==> src/rtl/xbar_conflict_sched.sv <==
// Conflict scheduler in front of the shift crossbar: splits one batch of lane requests into
// passes that each write any destination lane at most once.
module xbar_conflict_sched #(
    parameter int unsigned SIZE   = 32,
    parameter int unsigned DWIDTH = 16
) (
    input  logic                         clk,
    input  logic                         rst,
    input  logic                         in_valid,
    output logic                         in_ready,
    input  logic [SIZE-1:0]              in_mask,
    input  logic [SIZE*DWIDTH-1:0]       in_data,
    input  logic [SIZE*$clog2(SIZE)-1:0] in_dst,
    input  logic                         stall,
    output logic                         xbar_en,
    output logic [SIZE*DWIDTH-1:0]       xbar_din,
    output logic [SIZE*$clog2(SIZE)-1:0] xbar_shift,
    output logic [SIZE-1:0]              xbar_dst_vld,
    output logic                         xbar_last,
    output logic [$clog2(SIZE):0]        pass_cnt
);

    localparam int unsigned LW = $clog2(SIZE);
    localparam int unsigned CW = LW + 1;

    typedef enum logic [0:0] {StIdle, StIssue} state_e;

    state_e                       state_q, state_d;
    logic [SIZE-1:0]              pending_q, pending_d;
    logic [CW-1:0]                pass_cnt_q, pass_cnt_d;
    logic [SIZE-1:0][DWIDTH-1:0]  data_q;
    logic [SIZE-1:0][LW-1:0]      dst_q;
    logic [SIZE-1:0]              grant;
    logic                         capture;

    // Lowest pending index claims each destination; higher lanes sharing it wait a pass.
    always_comb begin
        grant = '0;
        for (int i = 0; i < SIZE; i++) begin
            grant[i] = pending_q[i] && (state_q == StIssue);
            for (int j = 0; j < SIZE; j++) begin
                if (j < i && pending_q[j] && dst_q[j] == dst_q[i]) begin
                    grant[i] = 1'b0;
                end
            end
        end
    end

    always_comb begin
        xbar_din     = '0;
        xbar_shift   = '0;
        xbar_dst_vld = '0;
        for (int i = 0; i < SIZE; i++) begin
            if (grant[i]) begin
                xbar_din[i*DWIDTH +: DWIDTH] = data_q[i];
                xbar_shift[i*LW +: LW]       = dst_q[i] - LW'(i);
                xbar_dst_vld[dst_q[i]]       = 1'b1;
            end
        end
    end

    always_comb begin
        state_d    = state_q;
        pending_d  = pending_q;
        pass_cnt_d = pass_cnt_q;
        in_ready   = 1'b0;
        xbar_en    = 1'b0;
        xbar_last  = 1'b0;
        capture    = 1'b0;
        unique case (state_q)
            StIdle: begin
                in_ready = 1'b1;
                if (in_valid) begin
                    capture    = 1'b1;
                    pending_d  = in_mask;
                    pass_cnt_d = '0;
                    if (|in_mask) begin
                        state_d = StIssue;
                    end
                end
            end
            StIssue: begin
                xbar_en   = !stall;
                xbar_last = ~|(pending_q & ~grant);
                if (xbar_en) begin
                    pending_d = pending_q & ~grant;
                    if (xbar_last) begin
                        state_d    = StIdle;
                        pass_cnt_d = '0;
                    end else begin
                        pass_cnt_d = pass_cnt_q + CW'(1);
                    end
                end
            end
            default: state_d = StIdle;
        endcase
    end

    always_ff @(posedge clk) begin
        if (rst) begin
            state_q    <= StIdle;
            pending_q  <= '0;
            pass_cnt_q <= '0;
        end else begin
            state_q    <= state_d;
            pending_q  <= pending_d;
            pass_cnt_q <= pass_cnt_d;
        end
    end

    // Payload needs no reset: it is only observed through grant, which pending gates.
    always_ff @(posedge clk) begin
        if (capture) begin
            data_q <= in_data;
            dst_q  <= in_dst;
        end
    end

    assign pass_cnt = pass_cnt_q;

endmodule
==> config.mk <==
export PLATFORM = sky130hd
export DESIGN_NAME = xbar_conflict_sched
export DESIGN_NICKNAME = d
export VERILOG_FILES = /design/src/rtl/xbar_conflict_sched.sv
export SDC_FILE = /design/constraint.sdc
export NUM_CORES = 2
export LEC_CHECK = 0
export CELL_PAD_IN_SITES_DETAIL_PLACEMENT = 0
export CELL_PAD_IN_SITES_GLOBAL_PLACEMENT = 1
export CORE_AREA = 2 2 549 551
export CTS_BUF_LIST = sky130_fd_sc_hd__clkbuf_8 sky130_fd_sc_hd__clkbuf_16
export DETAILED_ROUTE_END_ITERATION = 8
export DIE_AREA = 0 0 551 553
export PLACE_DENSITY_LB_ADDON = 0.1
export SLEW_MARGIN = 25
export SYNTH_ARGS = -nofsm -noshare
export SYNTH_HDL_FRONTEND = slang
export SYNTH_SLANG_ARGS = --single-unit
export TNS_END_PERCENT = 30
==> constraint.sdc <==
create_clock -name clk -period 27.9 [get_ports clk]
set_input_delay 5.58 -clock clk [delete_from_list [all_inputs] [get_ports clk]]
set_output_delay 5.58 -clock clk [all_outputs]
set_load 0.1 [all_outputs]
Word-level counts from Yosys, hierarchy flattened. Index checks and enable logic that the tools add are counted.

Multiplexer cells: 673. Reduce and logical (&&, ||, !) cells: 565. Eq/ne operators: 498. Bitwise operators: 34. $lt $le $gt $ge: 64. Add/sub/neg operators: 32.

Operator list (count): 5-bit equality test (496); 32-bit two-way mux (34); 32-bit OR (31); 1-bit logical AND (560); 1-bit two-way mux (537); 16-bit two-way mux (32); 5-bit by 6-bit < comparator with 1-bit output (second input constant) (32); 1-bit demux with 5-bit select (32); 5-bit by 1-bit greater-or-equal comparator with 1-bit output (second input constant) (32); 5-bit two-way mux (32); 5-bit subtractor (second input constant) (16); 32-bit one-hot mux with 2 select lines (1); 32-bit OR reduction (2); 5-bit by 4-bit subtractor with 5-bit output (second input constant) (8); 32-bit bitwise AND (1); 32-bit NOT (1); 5-bit by 3-bit subtractor with 5-bit output (second input constant) (4); 6-bit two-way mux (3); 6-bit one-hot mux with 2 select lines (1); 5-bit by 2-bit subtractor with 5-bit output (second input constant) (2); 6-bit by 1-bit adder with 6-bit output (second input constant) (1); 5-bit by 1-bit subtractor with 5-bit output (second input constant) (1); 2-bit inequality test (second input constant) (2); 1-bit logical NOT (2); other kinds (3) (3).

Register bits: 711. Input bits: 708. Output and inout port bits: 713. Word-level logic and storage cells: 1933.

Depth between registers and ports, before layout.
Depth in word-level cells: 67. Mapped depth: 16. Gate-level depth less buffers: 11.

Worst setup path before layout. OpenSTA, ideal clock, no wires.

Path kind: input to register. From: input port in_valid. To: register data_q[0] in the netlist's numbering, enable pin. Setup slack: 2.443 ns. Data arrival time: 24.161 ns. Setup time: 1.297 ns. Cell stages on the path: 3. Cells stage by stage: nand2_1 > inv_2 > clkbuf_1.

Longest elaborated chain between the ends: 2.

RTL lines: from (decl) (RTL line 9) `input logic in_valid,`; 1-bit two-way mux (RTL line 73) `if (in_valid) begin`; 1-bit two-way mux (RTL line 70) `unique case (state_q)`; via capture (RTL line 34) `logic capture;`; to (signal assigned) (RTL line 114) `data_q <= in_data;`; to (decl) (RTL line 31) `logic [SIZE-1:0][DWIDTH-1:0] data_q;`.

The timed path passes the listed nets, and every way through them passes these cells. A chain may end at the register's enable or synchronous reset.

Final worst setup path.
From: input port stall. To: output port xbar_en.

Longest elaborated chain between the ends: 2.

RTL lines: from (decl) (RTL line 14) `input logic stall,`; 1-bit logical NOT (RTL line 83) `xbar_en = !stall;`; 1-bit two-way mux (RTL line 70); to (decl) (RTL line 15) `output logic xbar_en,`.

Every way passes these cells.

==> metrics.txt <==
# TYPE chip_impl_metric gauge
chip_impl_info{name="dominant_delay_contributor_by_cell_family_on_the_critical_path",value="buffers and inverters"} 1
chip_impl_metric{name="ir_worst_vdd",unit="mV"} 0.0464
chip_impl_metric{name="synth_area_per_cell",unit="um2"} 9.01
chip_impl_metric{name="globalRouteOverflowTotal",unit=""} 0
chip_impl_metric{name="grt_start_max_net_pins",unit=""} 82
chip_impl_metric{name="period_needed",unit="ns"} 14.18
chip_impl_metric{name="finish.utilization",unit="%"} 30.5
chip_impl_metric{name="grtUsageTotal",unit="%"} 40.0
chip_impl_metric{name="dp_slack",unit="ns"} 13.91
chip_impl_metric{name="placeableCoreArea",unit="mm2"} 0.299
chip_impl_metric{name="crit_arrival",unit="ns"} 8.60
chip_impl_metric{name="synthXorXnorAreaFrac",unit="%"} 31.1
chip_impl_metric{name="nNetsFinal",unit=""} 9744
chip_impl_metric{name="synthAdderAreaFrac",unit="%"} 1.48
chip_impl_metric{name="antenna_found_initial",unit=""} 165
chip_impl_metric{name="clock_sink_count",unit=""} 711
chip_impl_metric{name="power_frac_seq",unit="%"} 33.2
chip_impl_metric{name="combinational_cell_fraction_of_total_power",unit="%"} 34.9
chip_impl_metric{name="initial_core_util",unit="%"} 24.0
chip_impl_metric{name="synth-edff-count",unit=""} 672
chip_impl_metric{name="clock_insertion_delay_worst_skew",unit="ns"} 0.88
chip_impl_metric{name="first_global_vias",unit=""} 70707
chip_impl_metric{name="p_sw_share",unit="%"} 40.4
chip_impl_metric{name="post-route-drc-count",unit=""} 0
chip_impl_metric{name="tightest_slew",unit="ns"} 1.25
chip_impl_info{name="netlist.top_cell.by_area",value="sky130_fd_sc_hd__edfxtp_1"} 1
chip_impl_metric{name="grt_pass1_wl",unit="um"} 798000
chip_impl_metric{name="power_frac_clock",unit="%"} 31.9
chip_impl_info{name="cts.root.buffer_cell",value="sky130_fd_sc_hd__clkbuf_16"} 1
chip_impl_metric{name="ys_async_sr_fraction",unit="%"} 0
chip_impl_metric{name="final_area",unit="mm2"} 0.0913
chip_impl_metric{name="worstPathBufferInverterCount",unit=""} 5
chip_impl_info{name="timing.setup.critical_path_class",value="in -> out"} 1
chip_impl_metric{name="port-buffer-count",unit=""} 1420
chip_impl_metric{name="cts-hold-fix-buffers",unit=""} 0
chip_impl_metric{name="hold_viol",unit=""} 0
chip_impl_metric{name="synth_nets",unit=""} 8762
chip_impl_metric{name="crit_path_max_fanout",unit=""} 18
chip_impl_info{name="tritoncts",value="done"} 1
chip_impl_metric{name="number_of_gates_given_a_new_drive_strength_after_cts",unit=""} 0
chip_impl_metric{name="cp_data_required_time",unit="ns"} 22.32
chip_impl_metric{name="max_cap_violations",unit=""} 0
chip_impl_metric{name="timing.slew.headroom",unit="%"} 15.7
chip_impl_metric{name="chipWidth",unit="um"} 551
chip_impl_metric{name="power_leakage",unit="nW"} 33.3
chip_impl_metric{name="cts.htree.levels",unit=""} 3
chip_impl_metric{name="finalMaxSlewViolations",unit=""} 0
chip_impl_info{name="synth_area_leaders",value="sky130_fd_sc_hd__edfxtp_1 (28%), sky130_fd_sc_hd__xor2_1 (24%), sky130_fd_sc_hd__xnor2_1 (6.8%)"} 1
chip_impl_info{name="holdCritPathClass",value="reg -> reg"} 1
chip_impl_metric{name="ys_ff_latch",unit=""} 711
chip_impl_metric{name="yosys_warnings",unit=""} 0
chip_impl_metric{name="syn-instance-count",unit=""} 7969
chip_impl_metric{name="wl_per_cell",unit="um"} 48.5
chip_impl_metric{name="synth_compound_area_share",unit="%"} 5.73
chip_impl_info{name="rsz_0062_raised_after_global_routing",value="no"} 1
chip_impl_info{name="combinational_family_with_the_most_area_after_synthesis",value="XOR/XNOR gates"} 1
chip_impl_metric{name="finished_layout_cells",unit=""} 13039
chip_impl_metric{name="synth_mux_area_share",unit="%"} 0
chip_impl_metric{name="cts_buffers",unit=""} 97
chip_impl_metric{name="setup-violations-final",unit=""} 0
chip_impl_metric{name="dp.cells",unit=""} 12809
chip_impl_metric{name="slowest_delay",unit="ns"} 0.81
chip_impl_metric{name="fin_crit_sh",unit="%"} 50.8
chip_impl_metric{name="design.portCount",unit=""} 1421
chip_impl_info{name="crit_path_end_kind",value="primary output"} 1
chip_impl_metric{name="drt-pass1-iter-count",unit=""} 6
chip_impl_info{name="critical_path.cell_chain",value="clkdlybuf4s50_1, inv_1, nand2_1, clkinv_1, buf_4, buf_2"} 1
chip_impl_info{name="status",value="complete, no violations"} 1
chip_impl_metric{name="synth_simple_gate_area_share",unit="%"} 23.5
chip_impl_metric{name="routabilityCongestion",unit=""} 1.03
chip_impl_metric{name="setup_tns",unit="ns"} 0
chip_impl_metric{name="fmax",unit="MHz"} 70.5
chip_impl_metric{name="netlist_area",unit="mm2"} 0.0718
chip_impl_metric{name="fp.dieArea",unit="mm2"} 0.305
chip_impl_metric{name="clk_pin_slew",unit="ns"} 0.06
chip_impl_metric{name="place_hpwl",unit="um"} 469000
chip_impl_metric{name="fp-row-count",unit=""} 201
chip_impl_metric{name="yosys.cell_types.count",unit=""} 89
chip_impl_metric{name="power.switching",unit="mW"} 1.58
chip_impl_metric{name="cts.path.max_buffers",unit=""} 4
chip_impl_metric{name="flow.area_growth_from_synthesis",unit="%"} 27.1
chip_impl_info{name="yosys_most_used_dff",value="sky130_fd_sc_hd__edfxtp_1"} 1
chip_impl_metric{name="dpl_cell_area",unit="mm2"} 0.0881
chip_impl_metric{name="via_count",unit=""} 75395
chip_impl_metric{name="seq_total_area_yosys",unit="%"} 29.2
chip_impl_metric{name="route.final.wire_length",unit="um"} 633000
chip_impl_info{name="timing.critical_path.slowest_stage_cell",value="sky130_fd_sc_hd__clkdlybuf4s50_1"} 1
chip_impl_info{name="crit_path_start_kind",value="input port"} 1
chip_impl_metric{name="route.detailed.vias_per_inst",unit=""} 5.78
chip_impl_metric{name="power.density_cell_area",unit="mW/mm2"} 43.0
chip_impl_metric{name="power.internal",unit="mW"} 2.34
chip_impl_metric{name="die_h",unit="um"} 553
chip_impl_metric{name="initialDrtViolationCount",unit=""} 10461
chip_impl_metric{name="post_route_cells_drive_above_1_share",unit="%"} 9.31
chip_impl_metric{name="post-synth-top-area-fraction",unit="%"} 28.1
chip_impl_metric{name="ant_nets",unit=""} 0
chip_impl_metric{name="cts_post_setup_buffers_inserted",unit=""} 0
chip_impl_metric{name="filler_cell_count_in_the_final_layout",unit=""} 31457
chip_impl_metric{name="worst_skew",unit="ns"} 0.0965
chip_impl_metric{name="worst_slack",unit="ns"} 13.72
[stage by stage]
stage / hold slack [ns] / power, mW
6_report: 0.506 / 3.92
5_1_grt: 0.517 / 4.01
4_1_cts: 0.503 / 3.91
3_5_place_dp: 0.495 / 2.65
3_3_place_gp: 0.500 / 2.64
2_1_floorplan: 0.465 / 2.14
[worst paths after layout]
kind,start,endpoint,slack (ns),depth (start not counted)
hold / removal,pending_q[6],pending_q[6],0.51,2
setup / recovery,stall,xbar_en,13.72,6
hold reg to reg,pending_q[6],pending_q[6],0.51,2
setup reg to reg,state_q,dst_q[85],21.68,8
[flip-flops by register name (all words and copies together), names as in the netlist]
name / cells
pending_q: 32
dst_q: 160
data_q: 512
state_q: 1
pass_cnt: 6
[power by group through the flow]
stage	logic (mW)	clock network (mW)	registers, mW
3_5_place_dp	1.33	0	1.32
6_report	1.37	1.25	1.30
3_3_place_gp	1.32	0	1.32
4_1_cts	1.33	1.28	1.30
2_1_floorplan	0.796	0	1.34
5_1_grt	1.39	1.31	1.30
[routing by layer]
layer	GRT usage, %	vias up	share of wire (%)
met4	22.4	96	6.8
met1	48.3	38711	39
met2	62.8	5316	45
li1	-	29864	-
met5	0	-	0.10
met3	12.1	1408	9.8
[cells in the mapped netlist (40+ instances only)]
library cell,n
sky130_fd_sc_hd__edfxtp_1,672
sky130_fd_sc_hd__nor3_1,124
sky130_fd_sc_hd__xor2_1,1989
sky130_fd_sc_hd__nand3_1,657
sky130_fd_sc_hd__a32oi_1,40
sky130_fd_sc_hd__a22oi_1,62
sky130_fd_sc_hd__buf_4,161
sky130_fd_sc_hd__o22ai_1,44
sky130_fd_sc_hd__o21ai_0,72
sky130_fd_sc_hd__inv_1,124
sky130_fd_sc_hd__nand2_1,235
sky130_fd_sc_hd__nor4_1,554
sky130_fd_sc_hd__ha_1,85
sky130_fd_sc_hd__xnor2_1,559
sky130_fd_sc_hd__a21oi_1,57
sky130_fd_sc_hd__buf_6,143
sky130_fd_sc_hd__nor2b_1,49
sky130_fd_sc_hd__buf_2,376
sky130_fd_sc_hd__and2_1,500
sky130_fd_sc_hd__and3_1,178
sky130_fd_sc_hd__nand4_1,258
sky130_fd_sc_hd__clkbuf_1,247
sky130_fd_sc_hd__nor2_1,194
[layout make-up]
| cell class | count | area (um2) | area share, % |
|---|---|---|---|
| tap | 3958 | 4950 | 5.43 |
| multi-input combinational | 6157 | 44700 | 49.0 |
| sequential | 711 | 21000 | 23.0 |
| clock inverter | 73 | 520 | 0.570 |
| timing repair buffer | 1856 | 17000 | 18.6 |
| antenna | 57 | 143 | 0.156 |
| inverter | 128 | 488 | 0.535 |
| clock buffer | 99 | 2470 | 2.70 |
[cell usage in the layout (no fill, tap or decap), types with 85 or more instances in the layout]
cell type,count
sky130_fd_sc_hd__xor2_1,1989
sky130_fd_sc_hd__clkdlybuf4s50_1,1260
sky130_fd_sc_hd__edfxtp_1,672
sky130_fd_sc_hd__nand3_1,657
sky130_fd_sc_hd__xnor2_1,559
sky130_fd_sc_hd__nor4_1,549
sky130_fd_sc_hd__and2_1,500
sky130_fd_sc_hd__buf_4,499
sky130_fd_sc_hd__nand4_1,258
sky130_fd_sc_hd__nand2_1,235
sky130_fd_sc_hd__nor2_1,181
sky130_fd_sc_hd__and3_1,177
sky130_fd_sc_hd__inv_1,143
sky130_fd_sc_hd__nor3_1,101
sky130_fd_sc_hd__clkbuf_16,98
sky130_fd_sc_hd__buf_2,88
sky130_fd_sc_hd__ha_1,85
[logic make-up after synthesis]
| group | after synthesis |
|---|---|
| buffers and inverters | 1101 |
| adders and majority gates | 85 |
| xor gates and xnor gates | 2548 |
| DFF | 711 |
| and+or+nand+nor | 2969 |
| AOI/OAI and AO/OA | 555 |
[worst reg2reg max path: cells and delay by family, from the launching register on]
kind                   cells  cell delay [ns]
buffers and inverters      7             4.69
AND/OR/NAND/NOR            1             0.69
flip-flops                 1             0.46
(Power assumes the default switching activity.)
